===== src/rtl/midi_parser.sv =====
// MIDI channel-message parser: turns a UART byte stream into Note On/Off events.
// Define MIDI_PARSER_OMNI_EN to accept note messages on all 16 channels.
module midi_parser #(
    parameter logic [3:0] CHANNEL = 4'd0
) (
    input  logic       clk,
    input  logic       rst,
    input  logic       ce,
    input  logic [7:0] rx_data,
    input  logic       rx_valid,
    output logic [6:0] note_num,
    output logic [6:0] note_vel,
    output logic       note_on,
    output logic       note_off
);

    typedef enum logic [1:0] {IDLE, WAIT_D1, WAIT_D2} state_t;

    state_t     state, state_n;
    logic [7:0] status, status_n;
    logic [6:0] d1, d1_n;
    logic [6:0] num_n, vel_n;
    logic       on_n, off_n;
    logic       done, chan_ok, one_byte;
    logic [6:0] m_d1, m_d2;

`ifdef MIDI_PARSER_OMNI_EN
    assign chan_ok = 1'b1;
`else
    assign chan_ok = (status[3:0] == CHANNEL);
`endif

    // Program Change (0xC_) and Channel Pressure (0xD_) carry a single data byte
    assign one_byte = (status[7:5] == 3'b110);

    always_comb begin
        state_n  = state;
        status_n = status;
        d1_n     = d1;
        num_n    = note_num;
        vel_n    = note_vel;
        on_n     = 1'b0;
        off_n    = 1'b0;
        done     = 1'b0;
        m_d1     = 7'd0;
        m_d2     = 7'd0;
        if (rx_valid) begin
            if (rx_data[7:3] == 5'b11111) begin
                // realtime bytes pass through without touching parser state
            end else if (rx_data[7:4] == 4'hF) begin
                state_n  = IDLE;
                status_n = 8'd0;
            end else if (rx_data[7]) begin
                state_n  = WAIT_D1;
                status_n = rx_data;
            end else begin
                case (state)
                    WAIT_D1: begin
                        d1_n = rx_data[6:0];
                        if (one_byte) begin
                            done = 1'b1;
                            m_d1 = rx_data[6:0];
                        end else begin
                            state_n = WAIT_D2;
                        end
                    end
                    WAIT_D2: begin
                        done    = 1'b1;
                        m_d1    = d1;
                        m_d2    = rx_data[6:0];
                        state_n = WAIT_D1;
                    end
                    default: ;
                endcase
            end
        end
        if (done && chan_ok) begin
            case (status[7:4])
                4'h9: begin
                    num_n = m_d1;
                    vel_n = m_d2;
                    if (m_d2 != 7'd0) on_n = 1'b1;
                    else              off_n = 1'b1;
                end
                4'h8: begin
                    num_n = m_d1;
                    vel_n = m_d2;
                    off_n = 1'b1;
                end
                default: ;
            endcase
        end
    end

    always_ff @(posedge clk) begin
        if (rst) begin
            state    <= IDLE;
            status   <= 8'd0;
            d1       <= 7'd0;
            note_num <= 7'd0;
            note_vel <= 7'd0;
            note_on  <= 1'b0;
            note_off <= 1'b0;
        end else if (ce) begin
            state    <= state_n;
            status   <= status_n;
            d1       <= d1_n;
            note_num <= num_n;
            note_vel <= vel_n;
            note_on  <= on_n;
            note_off <= off_n;
        end
    end

endmodule


===== config.mk =====
export PLATFORM = sky130hd
export DESIGN_NAME = midi_parser
export DESIGN_NICKNAME = d
export VERILOG_FILES = /design/src/rtl/midi_parser.sv
export SDC_FILE = /design/constraint.sdc
export NUM_CORES = 1
export LEC_CHECK = 0
export CAP_MARGIN = 20
export CORE_MARGIN = 2
export CORE_UTILIZATION = 46
export DETAILED_ROUTE_END_ITERATION = 12
export PLACE_DENSITY = 0.68
export SKIP_CTS_REPAIR_TIMING = 1
export SLEW_MARGIN = 40
export SYNTH_ARGS = -nofsm -noshare
export SYNTH_HDL_FRONTEND = slang
export SYNTH_SLANG_ARGS = --single-unit

===== constraint.sdc =====
create_clock -name clk -period 3.04 [get_ports clk]
set_clock_uncertainty 0.05 [all_clocks]
set_input_delay 0.608 -clock clk [delete_from_list [all_inputs] [get_ports clk]]
set_output_delay 0.608 -clock clk [all_outputs]
set_load 0.05 [all_outputs]

; ---- Word level (Yosys, flattened, before mapping)
; Cells that the tools add are included.
[op_classes]
n_eq_ne = 8
n_mux = 29
bitwise = 3
reduce_logical = 10
[ops]
columns = operator, n
row1 = 7-bit 2-to-1 mux, 10
row2 = 8-bit 2-to-1 mux, 2
row3 = 7-bit case mux with 2 select lines, 1
row4 = 4-bit == test (second input constant), 3
row5 = 1-bit 2-to-1 mux, 10
row6 = 7-bit nonzero test, 1
row7 = 2-bit 2-to-1 mux, 3
row8 = 6-bit AND reduction, 1
row9 = 5-bit == test (second input constant), 1
row10 = 5-bit AND reduction, 1
row11 = 4-bit zero test, 1
row12 = 4-bit inequality test (second input constant), 1
row13 = 1-bit case mux with 2 select lines, 2
row14 = 2-bit case mux with 2 select lines, 1
row15 = 4-bit AND reduction, 1
row16 = 4-bit nonzero test, 1
row17 = 3-bit == test (second input constant), 1
row18 = 1-bit NOT, 3
row19 = 3-bit AND reduction, 1
row20 = 2-bit by 1-bit == test with 1-bit output (second input constant), 1
row21 = 2-bit == test (second input constant), 1
row22 = 2-bit nonzero test, 1
row23 = 2-bit OR reduction, 1
row24 = 1-bit logical AND, 1
[totals]
register_bits = 33
inputBits = 12

; ---- Logic depth before layout (Yosys ltp)
[logic_depth]
word_depth = 10
mapped_depth = 8

; ---- Worst setup path after synthesis
; OpenSTA, ideal clock, no wires.
[synth_timing]
path_type = in2reg
startpoint = input port rx_data[4]
endpoint = register state[1]
arrival_time_ps = 1646
t_required_ps = 2867
setup_slack_ps = 1221
stages = 5
path_buffers = 2
cell_sequence = clkbuf_1 > and4_1 > buf_2 > a2bb2oi_2 > mux2_1
[synth_via]
elab_chain_cells = 3
elab_cells_between_ends = 7
cone_classes = eq/ne (3) / mux (1) / bitwise (1) / reduce/logical (2)
[synth_lines]
columns = element, line_no
row1 = "start, declared", 9  ; input logic [7:0] rx_data,
row2 = 4-bit == test or 5-bit == test (tied branches), "50, 48"
row3 = "4-bit inequality test (no source line), or another cell as far along", --
row4 = 5-bit AND reduction (no source line), --
row5 = "end signal, assigned", 105  ; state <= state_n;
row6 = "end, declared", 19  ; state_t state, state_n;
; Parallel ways exist; a longest one is shown, timed or not.
; A chain may end at the register's enable or synchronous reset.

; ---- Final worst setup path
[layout_timing]
startpoint = input port rx_data[7]
endpoint = register note_vel[5]
[layout_via]
elab_chain_cells = 6
elab_cells_between_ends = 12
cone_classes = eq/ne (2) / mux (8) / reduce/logical (2)
[layout_lines]
columns = element, line_no
row1 = 4-bit == test or 1-bit 2-to-1 mux (tied branches), "50, 53"
row2 = 1-bit 2-to-1 mux, 50  ; end else if (rx_data[7:4] == 4'hF) begin
row3 = 1-bit 2-to-1 mux, 48  ; if (rx_data[7:3] == 5'b11111) begin
row4 = 1-bit 2-to-1 mux, 47  ; if (rx_valid) begin
row5 = 1-bit logical AND, 77  ; if (done && chan_ok) begin
row6 = 3-bit AND reduction (no source line), --
row7 = "end signal, assigned", 109  ; note_vel <= vel_n;
row8 = "end, declared", 12  ; output logic [6:0] note_vel,
; Parallel ways exist; a longest one is shown, timed or not.

==> summary.md <==
| Metric | Value |
|---|---|
| Worst Hold Path Cells | 2 |
| Die width | 61.7 um |
| Total grt overflow | 0 |
| # fillers | 291 |
| Placer congestion estimate | 0.785 |
| Combinational family with the most area after synthesis | simple AND/OR/NAND/NOR gates |
| Compound-Gate Fraction of Synth Area | 18.3% |
| RSZ-0062 raised after global routing | no |
| Min cycle time layout | 2.26 ns |
| Cell taking the most area after synthesis | dfxtp_1 |
| Vias | 1328 |
| Async S/R FF share, synth | 0% |
| Max-cap violations | 0 |
| Wirelength, routed | 3810 um |
| FF-to-FF path depth | 6 |
| TritonCTS Buffers | 5 |
| Largest cells by area after synthesis | dfxtp_1, mux2i_1, nand2_1 |
| Post-Synth Simple-Gate Area | 19.6% |
| Sink Count | 33 |
| Mux cell area share after synthesis | 10.5% |
| P per Cell Area | 406 mW/mm^2 |
| Worst-Margin Slew | 0.629 ns |
| First-pass GRT wire length | 6000 um |
| Area Growth Syn to Fin | 20.9% |
| Synth top area share | 43.1% |
| Post-Synth XOR/XNOR Area | 0% |
| Net Count, Synth | 178 |
| Critical path fanouts, max | 15 |
| Fin crit share | 74.3% |
| Vias in the first global route | 1208 |
| Worst Hold Path EP | note_vel[4] |
| Via density | 5.72 |
| CP Data Arrival Time | 2.48 ns |
| PortBufs | 27 |
| Antenna violations before repair | 0 |
| Mapped Cells | 164 |
| Root buf cell | clkbuf_4 |
| Startpoint types | input port |
| CTS tree | yes |
| Status | complete, no violations |
| Final setup margin | 0.782 ns |
| Die height | 61.7 um |
| EDFF count, synth | 0 |
| N_diodes | 0 |
| Share of layout cells above drive strength 1 | 7.45% |
| Reg2reg setup slack | 0.87 ns |
| Core Rows | 20 |
| Pins Over Slew Limit | 0 |
| CP required | 3.26 ns |
| H-tree depth | 2 |
| Max Clk Rate | 443 MHz |
| Yosys Warn Count | 0 |
| Antenna violation net count after detailed routing | 0 |
| DRC | 0 |
| Register area | 661 sq um |
| Footprint of the multi-input gates | 767 sq um |
| DPL Wire Length | 2760 um |
| Fin. Hold Viols | 0 |
| Die ar. | 0.00381 sq mm |
| Synth Cell Area | 0.00153 sq mm |
| Most used DFF post-synth | dfxtp_1 |
| Maximum vdd ir drop | 0.207 mV |
| CTS clk-pin slew, worst paths | 0.11 ns |
| Clk_lat worst skew | 0.35 ns |
| Hold Path Class | reg2reg |
| Commonest cells post-synth | dfxtp_1, nand2_1, mux2i_1 |
| Post-synthesis sequential area ratio | 43.1% |
| Core region area | 0.00310 sq mm |
| Seq cells post-synth | 33 |
| Leakage | 0.641 nW |
| Average instance area after synthesis | 9.35 sq um |
| Post-Synth Adder-Cell Area | 1.63% |
| Clock buffer depth | 2 |
| Largest net degree at the start of global routing | 16 |
| Router iterations before antenna repair | 4 |
| Final setup fails | 0 |
| Top Ports | 28 |
| Initial Util | 49.4% |
| Worst hold start | note_vel[4] |
| Tot Pwr | 753 uW |
| DR WL/cell | 16.4 um |
| Drt first-iter violations | 85 |
| DP Worst Slack | 0.467 ns |
| Slew margin rel. | 57.5% |
| Final TNS setup | 0 ns |
| Distinct cells, synth | 34 |
| Critical Path End Type | register |
| Count leader, synth | dfxtp_1 |
| Kind of critical path | in2reg |
| Terminus of the critical flop-to-flop path | note_vel[5] |
| RR Startpoint | state[0] |
| Nets | 201 |
| Gr usage total | 22.1% |
-- layout by cell type (no fill, tap or decap), types with 2 or more instances in the layout --
cell type        synthesis  final
nand2_1                 16     16
nor3_1                   4      4
a31oi_1                  8      8
buf_4                    1      4
nor4bb_1                 2      2
nor2_1                   9      9
inv_1                    4      4
and3_1                   2      2
a2111oi_0                2      2
clkinv_2                 0      2
dfxtp_1                 33     33
ha_1                     2      2
nand3_1                  7      7
nand4b_1                 3      3
nor4b_4                  2      2
a21oi_1                  8      8
clkdlybuf4s50_1          0     27
a22oi_1                  7      7
a211oi_1                 7      7
clkbuf_4                 0      5
mux2i_1                 15     15
o21ai_0                  7      7
-- state kept, by name (all words and copies together) (netlist names) --
name,cells
note_on,1
d1,7
note_num,7
note_off,1
state,2
status,8
note_vel,7
-- worst max-delay path, stage by stage --
cell and delay [ns]:
clkdlybuf4s50_1 0.53, nor4bb_1 0.62, and3_1 0.25, buf_4 0.24
mux2i_1 0.22
-- power breakdown --
group          total, mW  internal [mW]  switching, mW
Sequential         0.443          0.438        0.00495
Combinational     0.0669         0.0274         0.0396
Clock              0.243         0.0879          0.155
Total              0.753          0.553          0.200
-- cells by family (layout without fill, tap and decap cells) --
group,Yosys count,count (layout)
simple gates,51,51
compound gates,42,42
flops,33,33
buf+inv,20,44
mux,16,16
fa+ha+maj,2,2
-- how the worst max path moves through the flow --
stage,start,to,slack (ns),depth (start not counted)
2_1_floorplan,rx_data[4],state[1],1.22,5
3_3_place_gp,rx_valid,note_vel[3],0.61,5
3_5_place_dp,rx_data[7],note_vel[5],0.47,5
4_1_cts,rx_data[7],note_vel[5],0.80,5
5_1_grt,rx_data[7],note_vel[2],0.68,5
6_report,rx_data[7],note_vel[5],0.78,5
-- through the flow --
step | hold slack (ns) | utilization (%) | std cells | area, sq um
5_1_grt | 0.434 | 59.7 | 232 | 1850
2_1_floorplan | 0.400 | - | 164 | 1530
4_1_cts | 0.421 | 59.7 | 232 | 1850
3_5_place_dp | 0.406 | 58.1 | 224 | 1800
6_report | 0.417 | 59.7 | 232 | 1850
3_3_place_gp | 0.394 | 58.1 | 224 | 1800
-- cell type report --
cell class	instances	area share, %
clock buffer	6	2.23
tap	44	2.97
clock inverter	2	0.540
timing repair buffer	31	16.2
sequential	33	35.7
inverter	5	1.01
multi-input combinational	111	41.4
-- routing by layer --
layer / part of all wire, % / track usage (%)
met1: 46 / 29.8
met2: 46 / 34.4
met3: 5.6 / 6.83
met4: 1.7 / 6.38
met5: 0 / 0
No activity file was read; power rests on OpenSTA's default activity.
